## src/rtl/vblank_access_scheduler_pkg.sv

```systemverilog
// Shared types and widths for the vblank memory access scheduler.
// The state encoding and counter widths are common to the top and its selector.
package vblank_access_scheduler_pkg;

   typedef enum logic [1:0] {
      DISPLAY = 2'd0,
      ARB     = 2'd1,
      GRANT   = 2'd2
   } state_e;

   localparam int HOLD_W  = 10;
   localparam int DIV_W   = 8;
   localparam int FRAME_W = 8;
   localparam int PTR_W   = 2;
   localparam int MAX_REQ = 4;

   // Index of the set bit in a one-hot (or zero) grant vector.
   function automatic logic [PTR_W-1:0] oh_to_idx(input logic [MAX_REQ-1:0] oh);
      logic [PTR_W-1:0] idx;
      idx = '0;
      if (oh[1])      idx = 2'd1;
      else if (oh[2]) idx = 2'd2;
      else if (oh[3]) idx = 2'd3;
      return idx;
   endfunction

endpackage

```

## src/rtl/vblank_access_scheduler_if.sv

```systemverilog
// Request/release/grant bundle between game-logic requesters and the scheduler.
// master = requester side, slave = scheduler side.
interface vblank_access_scheduler_if #(
   parameter int NUM_REQ = 2
) ();
   logic [NUM_REQ-1:0] req;
   logic [NUM_REQ-1:0] done;
   logic [NUM_REQ-1:0] gnt;

   modport master (output req, output done, input gnt);
   modport slave  (input req, input done, output gnt);
endinterface

```

## src/rtl/vblank_access_scheduler_rr_pick.sv

```systemverilog
// Combinational round-robin selector: first requester at or above the pointer,
// wrapping to the lowest requester when none is found above it.
module vblank_access_scheduler_rr_pick
   import vblank_access_scheduler_pkg::*;
#(
   parameter int NUM_REQ = 2
) (
   input  logic [NUM_REQ-1:0] req_i,
   input  logic [PTR_W-1:0]   ptr_i,
   output logic [NUM_REQ-1:0] pick_o,
   output logic               valid_o
);

   logic [NUM_REQ-1:0] ge_mask;
   logic [NUM_REQ-1:0] upper;

   // x & (~x + 1) isolates the lowest set bit of x.
   always_comb begin
      ge_mask = ~((NUM_REQ'(1) << ptr_i) - NUM_REQ'(1));
      upper   = req_i & ge_mask;
      if (|upper) pick_o = upper & (~upper + NUM_REQ'(1));
      else        pick_o = req_i & (~req_i + NUM_REQ'(1));
      valid_o = |req_i;
   end

endmodule

```

## src/rtl/vblank_access_scheduler.sv

```systemverilog
// Shares game-state memory between the display path (visible region) and
// round-robin game-logic requesters (vertical blanking); also paces the game tick.
module vblank_access_scheduler
   import vblank_access_scheduler_pkg::*;
#(
   parameter int NUM_REQ  = 2,
   parameter int TICK_DIV = 8,
   parameter int MAX_HOLD = 64
) (
   input  logic                       CLK,
   input  logic                       RESET,
   input  logic                       v_visable,
   vblank_access_scheduler_if.slave   bus,
   output logic                       disp_owner,
   output logic                       game_tick,
   output logic [FRAME_W-1:0]         frame_cnt,
   output logic                       overrun,
   output logic                       timeout
);

   logic               v_s1_q, v_s2_q, v_prev_q;
   logic               vb_start, vb_end, done_g;
   state_e             state_q, state_d;
   logic [NUM_REQ-1:0] gnt_q, gnt_d, pick;
   logic               pick_vld;
   logic [PTR_W-1:0]   ptr_q, ptr_d, gidx, adv_ptr;
   logic [HOLD_W-1:0]  hold_q, hold_d;
   logic [DIV_W-1:0]   div_q, div_d;
   logic [FRAME_W-1:0] frame_q, frame_d;
   logic               disp_q, disp_d, tick_q, tick_d;
   logic               ovr_q, ovr_d, to_q, to_d;

   vblank_access_scheduler_rr_pick #(.NUM_REQ(NUM_REQ)) u_rr_pick (
      .req_i   (bus.req),
      .ptr_i   (ptr_q),
      .pick_o  (pick),
      .valid_o (pick_vld)
   );

   // Syncs reset high so a low v_visable at reset release reads as a vblank start.
   always_ff @(posedge CLK) begin
      if (RESET) begin
         v_s1_q   <= 1'b1;
         v_s2_q   <= 1'b1;
         v_prev_q <= 1'b1;
      end else begin
         v_s1_q   <= v_visable;
         v_s2_q   <= v_s1_q;
         v_prev_q <= v_s2_q;
      end
   end

   assign vb_start = v_prev_q & ~v_s2_q;
   assign vb_end   = ~v_prev_q & v_s2_q;
   assign done_g   = |(bus.done & gnt_q);
   assign gidx     = oh_to_idx(MAX_REQ'(gnt_q));
   assign adv_ptr  = (gidx == PTR_W'(NUM_REQ - 1)) ? '0 : gidx + PTR_W'(1);

   always_comb begin
      state_d = state_q;
      gnt_d   = gnt_q;
      ptr_d   = ptr_q;
      hold_d  = hold_q;
      div_d   = div_q;
      frame_d = frame_q;
      tick_d  = 1'b0;
      ovr_d   = ovr_q;
      to_d    = 1'b0;
      case (state_q)
         DISPLAY: begin
            gnt_d = '0;
            if (vb_start) begin
               state_d = ARB;
               frame_d = frame_q + FRAME_W'(1);
               if (div_q == DIV_W'(TICK_DIV - 1)) begin
                  div_d  = '0;
                  tick_d = 1'b1;
               end else begin
                  div_d  = div_q + DIV_W'(1);
               end
            end
         end
         ARB: begin
            if (vb_end) begin
               state_d = DISPLAY;
               gnt_d   = '0;
            end else if (pick_vld) begin
               state_d = GRANT;
               gnt_d   = pick;
               hold_d  = '0;
            end
         end
         GRANT: begin
            // Window close beats release, which beats the hold limit.
            if (vb_end) begin
               state_d = DISPLAY;
               gnt_d   = '0;
               ptr_d   = adv_ptr;
               if (!done_g) ovr_d = 1'b1;
            end else if (done_g) begin
               state_d = ARB;
               gnt_d   = '0;
               ptr_d   = adv_ptr;
            end else if (hold_q == HOLD_W'(MAX_HOLD - 1)) begin
               state_d = ARB;
               gnt_d   = '0;
               ptr_d   = adv_ptr;
               to_d    = 1'b1;
            end else begin
               hold_d  = hold_q + HOLD_W'(1);
            end
         end
         default: begin
            state_d = DISPLAY;
            gnt_d   = '0;
         end
      endcase
      disp_d = (state_d == DISPLAY);
   end

   always_ff @(posedge CLK) begin
      if (RESET) begin
         state_q <= DISPLAY;
         gnt_q   <= '0;
         ptr_q   <= '0;
         hold_q  <= '0;
         div_q   <= '0;
         frame_q <= '0;
         disp_q  <= 1'b1;
         tick_q  <= 1'b0;
         ovr_q   <= 1'b0;
         to_q    <= 1'b0;
      end else begin
         state_q <= state_d;
         gnt_q   <= gnt_d;
         ptr_q   <= ptr_d;
         hold_q  <= hold_d;
         div_q   <= div_d;
         frame_q <= frame_d;
         disp_q  <= disp_d;
         tick_q  <= tick_d;
         ovr_q   <= ovr_d;
         to_q    <= to_d;
      end
   end

   assign bus.gnt    = gnt_q;
   assign disp_owner = disp_q;
   assign game_tick  = tick_q;
   assign frame_cnt  = frame_q;
   assign overrun    = ovr_q;
   assign timeout    = to_q;

endmodule

```

## src/flat_wrapper.sv

```systemverilog
// flat-port wrapper written by rule: the top's interface ports become plain ports
module vblank_access_scheduler_flat import vblank_access_scheduler_pkg::*;
#(
   parameter int NUM_REQ  = 2,
   parameter int TICK_DIV = 8,
   parameter int MAX_HOLD = 64
)
  (CLK, RESET, v_visable, disp_owner, game_tick, frame_cnt, overrun, timeout, bus_req, bus_done, bus_gnt);
  vblank_access_scheduler_if #(.NUM_REQ(NUM_REQ)) bus_i ();
  input  logic CLK;
  input  logic RESET;
  input  logic v_visable;
  output logic disp_owner;
  output logic game_tick;
  output logic [FRAME_W-1:0] frame_cnt;
  output logic overrun;
  output logic timeout;
  input wire logic [$bits(bus_i.req)-1:0] bus_req;
  input wire logic [$bits(bus_i.done)-1:0] bus_done;
  output wire logic [$bits(bus_i.gnt)-1:0] bus_gnt;
  assign bus_i.req = bus_req;
  assign bus_i.done = bus_done;
  assign bus_gnt = bus_i.gnt;
  vblank_access_scheduler #(.NUM_REQ(NUM_REQ), .TICK_DIV(TICK_DIV), .MAX_HOLD(MAX_HOLD)) u_core (.CLK(CLK), .RESET(RESET), .v_visable(v_visable), .bus(bus_i), .disp_owner(disp_owner), .game_tick(game_tick), .frame_cnt(frame_cnt), .overrun(overrun), .timeout(timeout));
endmodule
```

## config.mk

```make
export PLATFORM = sky130hd
export DESIGN_NAME = vblank_access_scheduler_flat
export DESIGN_NICKNAME = d
export VERILOG_FILES = /design/src/rtl/vblank_access_scheduler_pkg.sv /design/src/rtl/vblank_access_scheduler_if.sv /design/src/rtl/vblank_access_scheduler_rr_pick.sv /design/src/rtl/vblank_access_scheduler.sv /design/src/flat_wrapper.sv
export SDC_FILE = /design/constraint.sdc
export NUM_CORES = 1
export LEC_CHECK = 0
export ABC_AREA = 1
export CAP_MARGIN = 20
export CORE_MARGIN = 3
export CORE_UTILIZATION = 50
export CTS_CLUSTER_DIAMETER = 80
export DETAILED_ROUTE_END_ITERATION = 10
export PLACE_DENSITY = 0.75
export SLEW_MARGIN = 20
export SYNTH_ARGS = -nofsm -noshare
export SYNTH_HDL_FRONTEND = slang
export SYNTH_HIERARCHICAL = 1
export SYNTH_SLANG_ARGS = --single-unit
```

## constraint.sdc

```tcl
create_clock -name CLK -period 1.7 [get_ports CLK]
set_clock_uncertainty 0.05 [all_clocks]
set_input_delay 0.255 -clock CLK [delete_from_list [all_inputs] [get_ports CLK]]
set_output_delay 0.255 -clock CLK [all_outputs]
set_load 0.05 [all_outputs]
```

==> results of run 1 <==
[through the flow]
step | instance area, sq um | hold WS (ps) | power [mW] | TNS [ps]
3_5_place_dp | 2150 | 351 | 1.08 | -22.1
6_report | 2260 | 355 | 1.81 | 0
4_1_cts | 2260 | 362 | 1.84 | 0
2_1_floorplan | 1880 | 286 | 1.02 | 0
5_1_grt | 2260 | 385 | 1.90 | 0
3_3_place_gp | 2150 | 350 | 1.08 | 0
[cell type report]
cell class,instances,area [sq um]
fill,333,1210
multi-input combinational,200,961
sequential,38,761
timing repair buffer,29,245
inverter,34,128
clock buffer,7,76.3
tap,46,57.6
clock inverter,1,30.0
[power by group]
group / internal, mW / leakage [nW] / switching (mW)
clock: 0.439 / 0.0524 / 0.311
sequential: 0.903 / 0.307 / 0.0101
combinational: 0.0569 / 0.579 / 0.0914
total: 1.40 / 0.938 / 0.413
[critical path: stages (launching register included)]
cell and delay (ps):
dfxtp_1 380, ha_1 210, nand2_1 110, nor2_4 150, nand2_2 100, nand3_4 100
nand2_4 110, a21oi_1 150, nor2_1 60
[worst max-delay path by stage]
| stage | to | slack (ps) | cells past startpoint |
|---|---|---|---|
| 2_1_floorplan | u_core/frame_cnt[4]$_SDFFE_PP0P_ | 130 | 5 |
| 3_3_place_gp | u_core/disp_owner$_SDFF_PP1_ | 30 | 10 |
| 3_5_place_dp | u_core/disp_owner$_SDFF_PP1_ | -20 | 10 |
| 4_1_cts | u_core/hold_q[2]$_SDFFE_PP0P_ | 150 | 8 |
| 5_1_grt | u_core/hold_q[1]$_SDFFE_PP0P_ | 10 | 7 |
| 6_report | u_core/hold_q[2]$_SDFFE_PP0P_ | 160 | 8 |
[cells by family (layout without fill, tap and decap cells)]
logic type                 count (synthesis)  in the layout
and+or+nand+nor                          158            158
buffers and inverters                     39             71
DFF                                       38             38
AOI/OAI and AO/OA                         34             34
xor gates and xnor gates                   4              4
adders and majority gates                  3              3
other                                      1              1
[state kept, by name (all words and copies together), names as in the netlist]
register / flops
u_core/hold_q: 10
u_core/div_q: 8
u_core/frame_cnt: 8
u_core/bus.gnt: 2
u_core/state_q: 2
u_core/disp_owner: 1
u_core/game_tick: 1
u_core/overrun: 1
u_core/ptr_q: 1
u_core/timeout: 1
u_core/v_prev_q: 1
u_core/v_s1_q: 1
u_core/v_s2_q: 1
[cell usage after synthesis (2+ instances only)]
cell type   n
nor2_1     44
nor3_1      6
nand2_2     2
ha_1        3
a31oi_1     2
o21ai_0     7
clkbuf_1    4
dfxtp_1    38
nor3b_1     3
inv_1      33
or2_2       2
a21oi_1    23
nand4_1     7
nor2_2      3
xor2_1      4
nand3_1    20
nand2_1    66
[layer usage]
metal | share of wire | wire (um)
met5 | 0 | 0
met4 | 0.0062 | 24
met3 | 0.045 | 175
met2 | 0.48 | 1860
met1 | 0.47 | 1820
==> results.sh, run 1 <==
export IMPL_fmax_mhz=650
export IMPL_yosysWarnings=6
export IMPL_hold_path_end="u_core/v_s2_q$_SDFF_PP1_"
export IMPL_layout_drive_gt1_share=0.133
export IMPL_synth_cell_types=27
export IMPL_via_count=1759
export IMPL_setup_worst_path_start_class="register"
export IMPL_cp_required_ps=1830
export IMPL_yosys_area_share_simple=0.378
export IMPL_synth_compound_area_frac=0.0934
export IMPL_cts_tree="built"
export IMPL_synthAdderAreaFrac=0.0200
export IMPL_hpwlAfterDp_mm=2.71
export IMPL_crit_fanout=13
export IMPL_syn_nets=287
export IMPL_min_delay_start="u_core/v_s1_q$_SDFF_PP1_"
export IMPL_pre_cts_ws_ps=-22.1
export IMPL_rrSetupSlack_ps=160
export IMPL_area_delta_synth_final_pct=20.4
export IMPL_ys_seq_elements=38
export IMPL_netlist_area_sq_um=1880
export IMPL_cts_hold_buf=0
export IMPL_p_leak_nw=0.938
export IMPL_rsz0062_at_grt="no"
export IMPL_grt_busiest_layer="met2"
export IMPL_clk_pin_slew_ps=80
export IMPL_async_flop_share=0
export IMPL_setup_viol=0
export IMPL_drv_cap=0
export IMPL_routed_wl_mm=3.88
export IMPL_antennaDiodeCount=0
export IMPL_met1_usage=0.234
export IMPL_grt_max_degree=23
export IMPL_reg2reg_depth=8
export IMPL_port_buffer_count=20
export IMPL_yosys_top_cells_area="dfxtp_1 41%, nand2_1 13%, nor2_1 8.8%"
export IMPL_antenna_found_initial=0
export IMPL_die_x_um=67.2
export IMPL_status="finished clean"
export IMPL_grt_overflow_total=0
export IMPL_clock_root_buffer="clkbuf_8"
export IMPL_start_util=0.541
export IMPL_seq_area_frac_synth=0.406
export IMPL_place_inst=347
export IMPL_cp_arrival_ps=1670
export IMPL_synth_edf_count=0
export IMPL_final_nets=318
export IMPL_slew_viol_final=0
export IMPL_cts_resized=0
export IMPL_grtUsageMet3=0.0499
export IMPL_cts_made_buffers=5
export IMPL_vias_per_cell=4.95
export IMPL_r2r_start="u_core/hold_q[1]$_SDFFE_PP0P_"
export IMPL_layout_common_cells="66 x nand2_1, 44 x nor2_1, 38 x dfxtp_1"
export IMPL_startpoint="u_core/hold_q[1]$_SDFFE_PP0P_"
export IMPL_setup_ws_ps=162
export IMPL_path_class="register to register"
export IMPL_grt_pass1_wl_mm=6.58
export IMPL_worstHoldPathCells=1
export IMPL_htree_levels=2
export IMPL_synth_top_family_by_area="simple AND/OR/NAND/NOR gates"
export IMPL_cts_sinks=38
export IMPL_min_path_type="register to register"
export IMPL_drtIter0Drc=106
export IMPL_hold_viol_final=0
export IMPL_post_cts_buffers=0
export IMPL_synth_top_area_frac=0.406
export IMPL_dieArea_sq_um=4520
export IMPL_cp_end_kind="register"
export IMPL_place_gp_congestion=0.858
export IMPL_yosys_area_top_type="dfxtp_1"
export IMPL_final_util=0.651
export IMPL_cts_buffer_depth=2
export IMPL_synthMuxAreaShare=0
export IMPL_vdd_drop_max_mv=0.791
export IMPL_num_rows=21
export IMPL_syn_inst=277
export IMPL_drc=0
export IMPL_grt_util_met2=0.324
export IMPL_insertion_delay_ps=280
export IMPL_first_global_vias=1574
export IMPL_final_common_cell="nand2_1"
export IMPL_core_area_sq_um=3470
export IMPL_grt_usage=0.191
export IMPL_p_per_area_nw_per_um2=802
export IMPL_final_cells=355
export IMPL_pin_count=21
export IMPL_min_period_ps=1540
export IMPL_synth_ff_type="dfxtp_1"
export IMPL_die_y_um=67.2
export IMPL_first_pass_iters=5
export IMPL_rr_endpoint="u_core/hold_q[2]$_SDFFE_PP0P_"
export IMPL_synth_xor_area_share=0.0187
export IMPL_avgSynthCellArea_sq_um=6.77
export IMPL_detail_route_antenna_nets=0
export IMPL_fin_crit_sh=0.904
export IMPL_wire_per_inst_um=10.9
Note: power is estimated with default switching activity, not from simulation.
==> inputs of run 2 (changes only) <==
--- a/config.mk
+++ b/config.mk
@@ -7,11 +7,12 @@
 export LEC_CHECK = 0
 export ABC_AREA = 1
 export CAP_MARGIN = 20
-export CORE_MARGIN = 3
-export CORE_UTILIZATION = 50
+export CELL_PAD_IN_SITES_DETAIL_PLACEMENT = 1
+export CELL_PAD_IN_SITES_GLOBAL_PLACEMENT = 1
+export CORE_UTILIZATION = 35
 export CTS_CLUSTER_DIAMETER = 80
 export DETAILED_ROUTE_END_ITERATION = 10
-export PLACE_DENSITY = 0.75
+export PLACE_DENSITY = 0.74
 export SLEW_MARGIN = 20
 export SYNTH_ARGS = -nofsm -noshare
 export SYNTH_HDL_FRONTEND = slang
==> run 2 against run 1 <==
  * Non-clock buffer count rose by 3
  * Combinational power hardly changed
  * Fmax shrank 1.8%
  * Highest routed layer unchanged
  * Final cell count grew 7.6%
  * Critical path type unchanged
==> results.sh, run 2 (synthesis results as in run 1) <==
export IMPL_clock_root_buffer="clkbuf_8"
export IMPL_num_rows=26
export IMPL_slew_viol_final=0
export IMPL_routed_wl_mm=4.69
export IMPL_multi_input_area_sq_um=966
export IMPL_nFillCells=699
export IMPL_first_pass_iters=4
export IMPL_p_switching_mw=0.427
export IMPL_register_area_sq_um=762
export IMPL_via_count=1847
export IMPL_met1_usage=0.208
export IMPL_power_frac_seq=0.534
export IMPL_min_period_ps=1570
export IMPL_grt_usage=0.181
export IMPL_detail_route_antenna_nets=0
export IMPL_hold_viol_final=0
export IMPL_die_y_um=75.2
export IMPL_p_comb_frac=0.088
export IMPL_placedInstanceArea_sq_um=2190
export IMPL_area_delta_synth_final_pct=22.1
export IMPL_vias_per_cell=4.84
export IMPL_cp_end_kind="register"
export IMPL_cts_resized=0
export IMPL_place_gp_congestion=0.759
export IMPL_crit_top_cell="nor2_1"
export IMPL_rrSetupSlack_ps=130
export IMPL_insertion_delay_ps=280
export IMPL_pin_count=21
export IMPL_grt_busiest_layer="met2"
export IMPL_drv_cap=0
export IMPL_p_leak_nw=0.942
export IMPL_switching_share=0.249
export IMPL_tns_ps=0
export IMPL_cts_hold_buf=0
export IMPL_hpwlAfterDp_mm=3.56
export IMPL_crit_family="simple AND/OR/NAND/NOR gates"
export IMPL_setup_viol=0
export IMPL_clk_pin_slew_ps=80
export IMPL_cts_made_buffers=5
export IMPL_port_buffer_count=20
export IMPL_cts_sinks=38
export IMPL_layout_drive_gt1_share=0.154
export IMPL_wire_per_inst_um=12.3
export IMPL_critical_path_slowest_cell="dfxtp_2"
export IMPL_min_path_type="register to register"
export IMPL_whs_ps=361
export IMPL_p_int_mw=1.29
export IMPL_fin_crit_sh=0.921
export IMPL_slowest_delay_ps=370
export IMPL_die_x_um=75.2
export IMPL_finalInstanceArea_sq_um=2290
export IMPL_cts_tree="built"
export IMPL_setup_worst_path_start_class="register"
export IMPL_antennaDiodeCount=0
export IMPL_antenna_found_initial=0
export IMPL_vdd_drop_max_mv=0.415
export IMPL_grt_overflow_total=0
export IMPL_post_cts_buffers=0
export IMPL_dieArea_sq_um=5660
export IMPL_path_cells="ha_2 -> nand2_1 -> nor2_4 -> nand3_1 -> nand2_1 -> nor2_1 -> nor2_1 -> nor2_1"
export IMPL_cp_required_ps=1830
export IMPL_clock_power_share=0.378
export IMPL_regMostFlops="u_core/hold_q"
export IMPL_cts_buffer_depth=2
export IMPL_crit_fanout=8
export IMPL_fmax_mhz=638
export IMPL_htree_levels=2
export IMPL_drtIter0Drc=61
export IMPL_cp_arrival_ps=1690
export IMPL_status="finished clean"
export IMPL_layout_common_cells="66 x nand2_1, 43 x nor2_1, 37 x dfxtp_1"
export IMPL_grt_util_met2=0.336
export IMPL_drc=0
export IMPL_grt_max_degree=23
export IMPL_first_global_vias=1808
export IMPL_p_per_area_nw_per_um2=748
export IMPL_path_class="register to register"
export IMPL_final_common_cell="nand2_1"
export IMPL_grtUsageMet3=0.0308
export IMPL_core_area_sq_um=5140
export IMPL_final_nets=321
export IMPL_start_util=0.365
export IMPL_grt_pass1_wl_mm=7.81
export IMPL_crit_buf_inv=0
export IMPL_largest_register_ff_count=10
==> run 2: per-layer routing <==
metal | vias to the layer above | share of wire
met5 | - | 0
met4 | 0 | 0.011
met3 | 4 | 0.018
met2 | 16 | 0.51
met1 | 879 | 0.46
li1 | 948 | -
==> run 2: cell type report <==
cell class | count | area share
multi-input cells | 200 | 0.422
clock inverters | 1 | 0.00219
repair buffers | 32 | 0.111
flip-flops and latches | 38 | 0.333
inverters | 34 | 0.0557
well taps | 70 | 0.0383
clock buffers | 7 | 0.0377
==> run 2: per-stage QoR <==
stage	power, mW	instances	util	setup slack (ps)
floorplan	1.02	277	-	134
global placement	1.08	374	0.426	-4.45
detailed placement	1.09	374	0.426	-95.0
CTS	1.74	382	0.444	64.2
global route	1.79	382	0.445	-2.23
finish	1.71	382	0.445	133
==> run 2: worst paths after layout <==
kind / start / endpoint / cells after the start
setup reg to reg: u_core/hold_q[1]$_SDFFE_PP0P_ / u_core/hold_q[9]$_SDFFE_PP0P_ / 8
setup / recovery: u_core/hold_q[1]$_SDFFE_PP0P_ / u_core/hold_q[9]$_SDFFE_PP0P_ / 8
hold reg to reg: u_core/v_s1_q$_SDFF_PP1_ / u_core/v_s2_q$_SDFF_PP1_ / 1
hold / removal: u_core/v_s1_q$_SDFF_PP1_ / u_core/v_s2_q$_SDFF_PP1_ / 1
==> run 2: worst reg2reg max path: cells and delay by family (launching register included) <==
| kind | cells | cell delay, ps |
|---|---|---|
| and+or+nand+nor | 7 | 820 |
| adders and majority gates | 1 | 200 |
| DFF | 1 | 370 |
==> run 2: power by group through the flow <==
stage | sequential (mW) | clock, mW | combinational [mW]
final | 0.914 | 0.648 | 0.151
after global routing | 0.916 | 0.704 | 0.167
after CTS | 0.914 | 0.674 | 0.152
after detailed placement | 0.935 | 0 | 0.151
after global placement | 0.934 | 0 | 0.147
after floorplan | 0.951 | 0 | 0.0738
==> inputs of run 3 (changes only) <==
--- a/config.mk
+++ b/config.mk
@@ -5,14 +5,13 @@
 export SDC_FILE = /design/constraint.sdc
 export NUM_CORES = 1
 export LEC_CHECK = 0
-export ABC_AREA = 1
 export CAP_MARGIN = 20
 export CELL_PAD_IN_SITES_DETAIL_PLACEMENT = 1
 export CELL_PAD_IN_SITES_GLOBAL_PLACEMENT = 1
-export CORE_UTILIZATION = 35
+export CORE_UTILIZATION = 38
 export CTS_CLUSTER_DIAMETER = 80
 export DETAILED_ROUTE_END_ITERATION = 10
-export PLACE_DENSITY = 0.74
+export PLACE_DENSITY = 0.75
 export SLEW_MARGIN = 20
 export SYNTH_ARGS = -nofsm -noshare
 export SYNTH_HDL_FRONTEND = slang
==> run 3 against run 2 <==
  * The run now ends with setup timing left
  * Combinational power down 34%
  * Power down 6.0%
  * Flip-flop and latch count unchanged
  * Sequential power down 1%
  * Design area up 6.2%
  * Global-route usage up 2.3 points
  * Via count down 15%
  * Clock-buffer cell count down 1
  * Largest power group unchanged
==> results.sh, run 3 <==
export IMPL_status="complete, but fails checks"
export IMPL_violations="setup timing"
export IMPL_nFillCells=521
export IMPL_p_per_area_nw_per_um2=662
export IMPL_vdd_drop_max_mv=0.424
export IMPL_min_period_ps=1890
export IMPL_wire_per_inst_um=15.8
export IMPL_setup_ws_ps=-195
export IMPL_finalInstanceArea_sq_um=2430
export IMPL_cp_end_kind="register"
export IMPL_detail_route_antenna_nets=0
export IMPL_synth_top_area_frac=0.430
export IMPL_placedInstanceArea_sq_um=2200
export IMPL_hold_viol_final=0
export IMPL_grt_overflow_total=0
export IMPL_cts_buffer_depth=2
export IMPL_place_gp_congestion=0.792
export IMPL_netlist_area_sq_um=1770
export IMPL_yosys_area_top_type="dfxtp_1"
export IMPL_p_total_mw=1.61
export IMPL_drv_cap=0
export IMPL_antenna_found_initial=0
export IMPL_port_buffer_count=20
export IMPL_synth_cell_types=44
export IMPL_min_path_type="register to register"
export IMPL_final_util=0.551
export IMPL_yosysWarnings=6
export IMPL_fmax_mhz=528
export IMPL_yosys_top_cells_area="dfxtp_1 43%, nor2_1 5.5%, xor2_1 4.9%"
export IMPL_p_leak_nw=0.921
export IMPL_first_pass_iters=4
export IMPL_layout_drive_gt1_share=0.358
export IMPL_cp_required_ps=1810
export IMPL_regMostFlops="u_core/hold_q"
export IMPL_grt_usage=0.204
export IMPL_crit_fanout=6
export IMPL_antennaDiodeCount=0
export IMPL_cts_hold_buf=0
export IMPL_cts_tree="built"
export IMPL_pin_count=21
export IMPL_die_x_um=70.3
export IMPL_drtIter0Drc=68
export IMPL_clk_pin_slew_ps=70
export IMPL_syn_inst=191
export IMPL_fin_crit_sh=1.11
export IMPL_setup_worst_path_start_class="register"
export IMPL_rsz0062_at_grt="yes"
export IMPL_slew_viol_final=0
export IMPL_num_rows=24
export IMPL_avgSynthCellArea_sq_um=9.27
export IMPL_ys_seq_elements=38
export IMPL_final_cells=292
export IMPL_layout_common_cells="41 x buf_4, 34 x dfxtp_1, 25 x nor2_1"
export IMPL_htree_levels=2
export IMPL_dieArea_sq_um=4940
export IMPL_start_util=0.401
export IMPL_insertion_delay_ps=290
export IMPL_hpwlAfterDp_mm=3.45
export IMPL_place_inst=284
export IMPL_routed_wl_mm=4.62
export IMPL_setup_viol=16
export IMPL_grt_pass1_wl_mm=7.92
export IMPL_clock_root_buffer="clkbuf_8"
export IMPL_core_area_sq_um=4410
export IMPL_route_met3_wl_um=111
export IMPL_post_synth_top_count_cell="dfxtp_1"
export IMPL_synth_common_cells="38 x dfxtp_1, 26 x nor2_1, 10 x nand3_1, 10 x xor2_1"
export IMPL_cp_arrival_ps=2010
export IMPL_drc=0
export IMPL_vias_per_cell=5.40
export IMPL_final_common_cell="buf_4"
export IMPL_drt_met1_wl_mm=1.99
export IMPL_top_layer_used="met4"
export IMPL_synth_edf_count=0
export IMPL_first_global_vias=1694
export IMPL_path_class="register to register"
export IMPL_grt_max_degree=28
export IMPL_async_flop_share=0
export IMPL_whs_ps=362
export IMPL_die_y_um=70.3
export IMPL_syn_nets=201
export IMPL_via_count=1577
export IMPL_cts_sinks=38
export IMPL_synth_ff_type="dfxtp_1"
export IMPL_area_delta_synth_final_pct=37.4
export IMPL_seq_area_frac_synth=0.430
export IMPL_largest_register_ff_count=10
export IMPL_final_nets=251
export IMPL_cts_made_buffers=5
export IMPL_met2_length_mm=2.39
run 3: worst max-delay path, stage by stage, from the launching register on:
cell     delay (ps)
dfxtp_2         320
or4_4           560
buf_6           140
nor4_4          170
a21o_1          200
buf_6           150
or3_4           120
a21oi_2          50
run 3: worst paths after layout:
kind	start	endpoint	cells after the start	slack, ps
min reg2reg	u_core/v_s1_q$_SDFF_PP1_	u_core/v_s2_q$_SDFF_PP1_	1	360
max reg2reg	u_core/hold_q[6]$_SDFFE_PP0P_	u_core/hold_q[8]$_SDFFE_PP0P_	7	-190
max	u_core/hold_q[6]$_SDFFE_PP0P_	u_core/hold_q[8]$_SDFFE_PP0P_	7	-190
min	u_core/v_s1_q$_SDFF_PP1_	u_core/v_s2_q$_SDFF_PP1_	1	360
run 3: final cells by class:
cell class / instances / area [sq um] / share of cell area
multi-input combinational: 142 / 1080 / 0.445
sequential: 38 / 768 / 0.316
timing repair buffer: 51 / 422 / 0.173
clock buffer: 6 / 82.6 / 0.0340
tap: 52 / 65.1 / 0.0267
inverter: 3 / 11.3 / 0.00463
run 3: cells by family after synthesis:
family | synth area share
and+or+nand+nor | 0.299
adders and majority gates | 0.0212
other | 0.00212
buffers and inverters | 0.0311
DFF | 0.430
muxes | 0.0170
AOI/OAI and AO/OA | 0.111
xor gates and xnor gates | 0.0890
run 3: where the power goes:
part	switching [mW]	internal (mW)
Clock	0.296	0.313
Sequential	0.00659	0.896
Combinational	0.0529	0.0461
Total	0.355	1.25
run 3: per-stage QoR:
step	setup WS [ps]	setup TNS [ps]
global route	-254	-3100
finish	-195	-2180
detailed placement	-322	-2420
CTS	-176	-1640
global placement	-177	-1540
floorplan	-125	-304
run 3: what timing repair did:
| item | CTS | global route |
|---|---|---|
| resized for setup | 18 | 11 |
| pin swaps | 14 | 11 |
| endpoints found under the hold margin | 0 | 0 |
| buffers inserted | 0 | 2 |
| setup endpoints to repair | 16 | 19 |
run 3: routing by layer:
metal,up-vias,track usage
li1,767,-
met1,777,0.230
met2,21,0.362
met3,12,0.0519
met4,0,0.0844
met5,-,0
==> RTL change 1, RTL diff (settings of run 1) <==
Take the reset off `hold_q` and load it in a clocked block of its own.
--- a/src/rtl/vblank_access_scheduler.sv
+++ b/src/rtl/vblank_access_scheduler.sv
@@ -123,7 +123,6 @@
          state_q <= DISPLAY;
          gnt_q   <= '0;
          ptr_q   <= '0;
-         hold_q  <= '0;
          div_q   <= '0;
          frame_q <= '0;
          disp_q  <= 1'b1;
@@ -134,7 +133,6 @@
          state_q <= state_d;
          gnt_q   <= gnt_d;
          ptr_q   <= ptr_d;
-         hold_q  <= hold_d;
          div_q   <= div_d;
          frame_q <= frame_d;
          disp_q  <= disp_d;
@@ -142,6 +140,10 @@
          ovr_q   <= ovr_d;
          to_q    <= to_d;
       end
+   end
+
+   always_ff @(posedge CLK) begin
+      hold_q <= hold_d;
    end
 
    assign bus.gnt    = gnt_q;
Check against the original RTL: same outputs for any inputs over 10 cycles, from zero or initial values and one cycle with RESET high; that may be too few to reach the edited logic, so the function may still have changed.
==> RTL change 1 against run 1 <==
First-iteration DRC count decreased by 6.6%; largest power group unchanged; sequential cell count unchanged; synthesized area up 6.3%; critical path depth is 1 lower; setup slack got worse by 0.0085 ns; cell area up 3.0%; utilization down 3.0 points; wire length is 2.0% lower; sequential share of layout area increased by 3.3 points; total power shrank 4.8%; critical endpoint is now u_core/hold_q[2].
==> RTL change 1: results (changes against run 1) <==
- clock tree root buffer cell: sky130_fd_sc_hd__clkbuf_8, unchanged
- Cell Area, Synth: 1990 um^2, was 1880 um^2
- Reg with most FFs: u_core/hold_q, unchanged
- library cells used by synthesis: 34, was 27
- average cell area after synthesis: 7.64 um^2, was 6.77 um^2
- result of the run: finished, final reports clean, unchanged
- post-placement cell area: 2250 um^2, was 2150 um^2
- sequential-to-total area share from yosys stat: 0.432, was 0.406
- pin count of the biggest net entering global routing: 17, was 23
- most area-consuming cells after synthesis: sky130_fd_sc_hd__dfxtp_1, sky130_fd_sc_hd__edfxtp_1, sky130_fd_sc_hd__nand2_1, sky130_fd_sc_hd__inv_1, sky130_fd_sc_hd__nor2_1, was sky130_fd_sc_hd__dfxtp_1, sky130_fd_sc_hd__nand2_1, sky130_fd_sc_hd__nor2_1, sky130_fd_sc_hd__inv_1, sky130_fd_sc_hd__a21oi_1
- worst-case vdd ir drop: 517 uV, was 791 uV
- ranking of synthesized cells by instance count: sky130_fd_sc_hd__nand2_1, sky130_fd_sc_hd__inv_1, sky130_fd_sc_hd__dfxtp_1, was sky130_fd_sc_hd__nand2_1, sky130_fd_sc_hd__nor2_1, sky130_fd_sc_hd__dfxtp_1
- wire length of the first global-routing pass: 6690 um, was 6580 um
- arrival time of the worst setup path: 1.51 ns, was 1.67 ns
- GP Congestion: 0.802, was 0.858
- GRT Util Overall: 0.169, was 0.191
- routed vias/inst: 4.93, was 4.95
- P_sw: 426 uW, was 413 uW
- worst slack at placement: 0.0166 ns, was -0.0221 ns
- Mapped Nets: 271, was 287
- proportion of layout cells with a drive suffix above 1: 0.179, was 0.133
- Starting DRT DRC Count: 99, was 106
- routed vias: 1671, was 1759
- # fillers: 352, was 333
- final wirelength: 3810 um, was 3880 um
- sequential share of power: 0.559, was 0.504
- worst reg2reg path depth: 7, was 8
- Layout Nets: 300, was 318
- number of flops mapped to enable cells by yosys: 10, was 0
- leakage power figure: 0.973 nW, was 0.938 nW
- DPL Wire Length: 2830 um, was 2710 um
- largest incremental delay on the critical path: 0.41 ns, was 0.38 ns
- highest fanout seen on the critical path: 10, was 13
- number of global-route vias before repair: 1592, was 1574
- drt first pass iters: 4, was 5
- Crit-path slowest cell: sky130_fd_sc_hd__edfxtp_1, was sky130_fd_sc_hd__dfxtp_1
- switching portion of total power: 0.247, was 0.228
[RTL change 1: changes by cell type in the layout (fill, tap and decap cells not counted), moves of 4 or more]
cell	before	now
sky130_fd_sc_hd__nor2_1	44	27
sky130_fd_sc_hd__inv_1	33	39
sky130_fd_sc_hd__a21oi_2	0	4
sky130_fd_sc_hd__nand3_1	20	10
sky130_fd_sc_hd__a21oi_1	23	15
sky130_fd_sc_hd__edfxtp_1	0	10
sky130_fd_sc_hd__dfxtp_1	38	28
sky130_fd_sc_hd__o21ai_0	7	11
[RTL change 1: cells by family (layout without fill, tap and decap cells)]
| kind of cell | count (synthesis) | in the layout | synth area share |
|---|---|---|---|
| buffers and inverters | 46 | 76 | 0.0979 |
| other | 1 | 1 | 0.00188 |
| DFF | 38 | 38 | 0.432 |
| adders and majority gates | 3 | 3 | 0.0188 |
| AOI/OAI and AO/OA | 32 | 32 | 0.0885 |
| xor gates and xnor gates | 4 | 4 | 0.0176 |
| and+or+nand+nor | 137 | 137 | 0.344 |
[RTL change 1: metal layers]
metal  vias up  part of all wire  track usage
li1        888                 -            -
met1       751              0.48        0.204
met2        27              0.46        0.289
met3         5             0.047       0.0539
met4         0            0.0097       0.0456
met5         -                 0            0
[RTL change 1: final timing paths]
check	from	slack, ns	endpoint
worst min register to register	u_core/v_s1_q	0.37	u_core/v_s2_q
worst max-delay path	u_core/hold_q[1]	0.15	u_core/hold_q[2]
worst min-delay path	u_core/v_s1_q	0.37	u_core/v_s2_q
worst max register to register	u_core/hold_q[1]	0.15	u_core/hold_q[2]
[RTL change 1: layout make-up]
type                    count  area [um^2]  area share
multi-input cells         177          938       0.403
flip-flops and latches     38          861       0.370
repair buffers             27          230      0.0990
inverters                  41          156      0.0672
clock buffers               8         80.1      0.0344
well taps                  48         60.1      0.0258
==> RTL change 2, RTL diff (config.mk and constraints of run 1) <==
Made on the original files. `NUM_REQ` is set to 2 in 4 places; all go to 1.
--- a/src/rtl/vblank_access_scheduler_if.sv
+++ b/src/rtl/vblank_access_scheduler_if.sv
@@ -1,7 +1,7 @@
 // Request/release/grant bundle between game-logic requesters and the scheduler.
 // master = requester side, slave = scheduler side.
 interface vblank_access_scheduler_if #(
-   parameter int NUM_REQ = 2
+   parameter int NUM_REQ = 1
 ) ();
    logic [NUM_REQ-1:0] req;
    logic [NUM_REQ-1:0] done;
--- a/src/rtl/vblank_access_scheduler_rr_pick.sv
+++ b/src/rtl/vblank_access_scheduler_rr_pick.sv
@@ -3,7 +3,7 @@
 module vblank_access_scheduler_rr_pick
    import vblank_access_scheduler_pkg::*;
 #(
-   parameter int NUM_REQ = 2
+   parameter int NUM_REQ = 1
 ) (
    input  logic [NUM_REQ-1:0] req_i,
    input  logic [PTR_W-1:0]   ptr_i,
--- a/src/rtl/vblank_access_scheduler.sv
+++ b/src/rtl/vblank_access_scheduler.sv
@@ -3,7 +3,7 @@
 module vblank_access_scheduler
    import vblank_access_scheduler_pkg::*;
 #(
-   parameter int NUM_REQ  = 2,
+   parameter int NUM_REQ  = 1,
    parameter int TICK_DIV = 8,
    parameter int MAX_HOLD = 64
 ) (
--- a/src/flat_wrapper.sv
+++ b/src/flat_wrapper.sv
@@ -1,7 +1,7 @@
 // flat-port wrapper written by rule: the top's interface ports become plain ports
 module vblank_access_scheduler_flat import vblank_access_scheduler_pkg::*;
 #(
-   parameter int NUM_REQ  = 2,
+   parameter int NUM_REQ  = 1,
    parameter int TICK_DIV = 8,
    parameter int MAX_HOLD = 64
 )
Interface: changed (resized bus_done, bus_gnt and bus_req); port bits go from 21 to 18. No check against the original RTL was run, so the function may have changed too.
==> RTL change 2 against run 1 <==
Count of clock-buffer cells in the layout is 1 higher; wire length is 12% lower; setup slack worse by 0.036 ns; total power is 18% lower; fmax is 2.3% lower; synthesized area is 4.5% lower; sequential cell count is 2 lower; cell area is 7.8% lower; critical endpoint is now u_core/hold_q[0]; largest cell class unchanged; largest power group unchanged.
==> RTL change 2: results (changes against run 1) <==
- WL per Instance: 10.4 um, was 10.9 um
- kind of capture point of the worst setup path: flip-flop, unchanged
- Routed met2 length: 1490 um, was 1860 um
- number of antenna violations at the first check in global routing: 0, unchanged
- clock latency at the later pin of the worst-skew pair: 0.32 ns, was 0.28 ns
- Ys Warns: 6, unchanged
- CTS clock-pin slew for the worst setup and hold paths: 0.10 ns, was 0.08 ns
- class of the tightest hold or removal check: reg -> reg, unchanged
- setup slack, reg-to-reg: 0.13 ns, was 0.16 ns
- largest incremental delay on the critical path: 0.36 ns, was 0.38 ns
- Mapped Nets: 264, was 287
- pin count of the biggest net entering global routing: 23, unchanged
- topmost layer with routed signal wires: met4, unchanged
- critical path launch point: u_core/hold_q[0], was u_core/hold_q[1]
- Port-buffer cells: 17, was 20
- final critical path time including I/O delays and setup: 1.57 ns, was 1.54 ns
- Starting DRT DRC Count: 96, was 106
- number of CTS-inserted buffers: 5, unchanged
- leakage power figure: 0.854 nW, was 0.938 nW
- Reg-to-Reg End: u_core/hold_q[0], was u_core/hold_q[2]
- Max H-tree Level: 2, unchanged
- Crit-path slowest cell: sky130_fd_sc_hd__dfxtp_1, unchanged
- relative slew slack: 0.741
- maximum root-to-sink buffer count: 2, unchanged
- clock tree root buffer cell: sky130_fd_sc_hd__clkbuf_4, was sky130_fd_sc_hd__clkbuf_8
- number of global-route vias before repair: 1465, was 1574
- length of routed wiring on met1: 1740 um, was 1820 um
- routed vias: 1624, was 1759
- GRT Util Overall: 0.178, was 0.191
- arrival time of the worst setup path: 1.75 ns, was 1.67 ns
- result of the run: finished, final reports clean, unchanged
- worst reg2reg path depth: 8, unchanged
- top cell family by delay on the critical path: simple AND/OR/NAND/NOR gates, unchanged
- worst slack at placement: 0.0139 ns, was -0.0221 ns
- highest fanout seen on the critical path: 9, was 13
- DPL Wire Length: 2460 um, was 2710 um
- GP Congestion: 0.803, was 0.858
- number of inserted diodes: 0, unchanged
- drt first pass iters: 4, was 5
- proportion of layout cells with a drive suffix above 1: 0.178, was 0.133
- detailed-routed wire length on met3: 159 um, was 175 um
- max reg flops: 10, unchanged
- count of final setup violators: 0, unchanged
- Layout Nets: 288, was 318
- wire length of the first global-routing pass: 6090 um, was 6580 um
- worst-case vdd ir drop: 386 uV, was 791 uV
- # fillers: 313, was 333
- Reg with most FFs: u_core/hold_q, unchanged
RTL change 2: metrics by stage:
step | std cells | hold WS (ns) | utilization | cell area (um^2)
floorplan | 256 | 0.309 | - | 1790
global placement | 319 | 0.348 | 0.594 | 2010
detailed placement | 319 | 0.347 | 0.594 | 2010
CTS | 327 | 0.371 | 0.611 | 2070
global route | 327 | 0.382 | 0.614 | 2080
finish | 327 | 0.369 | 0.614 | 2080
RTL change 2: layout make-up:
class,count,share of cell area
clock buffer,8,0.0282
inverter,30,0.0541
multi-input combinational,183,0.447
sequential,36,0.346
tap,46,0.0276
timing repair buffer,24,0.0974
RTL change 2: worst min path at each step:
stage,startpoint,cells past startpoint,slack (ns),to
finish,u_core/v_s1_q,1,0.37,u_core/v_s2_q
global route,u_core/v_s1_q,1,0.38,u_core/v_s2_q
CTS,u_core/v_s1_q,1,0.37,u_core/v_s2_q
detailed placement,u_core/v_s1_q,1,0.35,u_core/v_s2_q
global placement,u_core/v_s1_q,1,0.35,u_core/v_s2_q
floorplan,v_visable,1,0.31,u_core/v_s1_q
RTL change 2: per-layer routing:
layer	track usage	up-vias
met5	0	-
met4	0.0570	0
met3	0.0527	2
met2	0.275	26
met1	0.236	730
li1	-	866
RTL change 2: timing repair:
action                                  in CTS  in global routing
gates resized for setup                      0                  3
endpoints found under the setup margin       0                  3
setup buffers                                0                  0
endpoints found under the hold margin        0                  0
RTL change 2: where the power goes:
part | internal (mW) | switching, mW | leakage [nW]
clock | 0.204 | 0.262 | 0.0326
combinational | 0.0509 | 0.0943 | 0.530
sequential | 0.858 | 0.0111 | 0.291
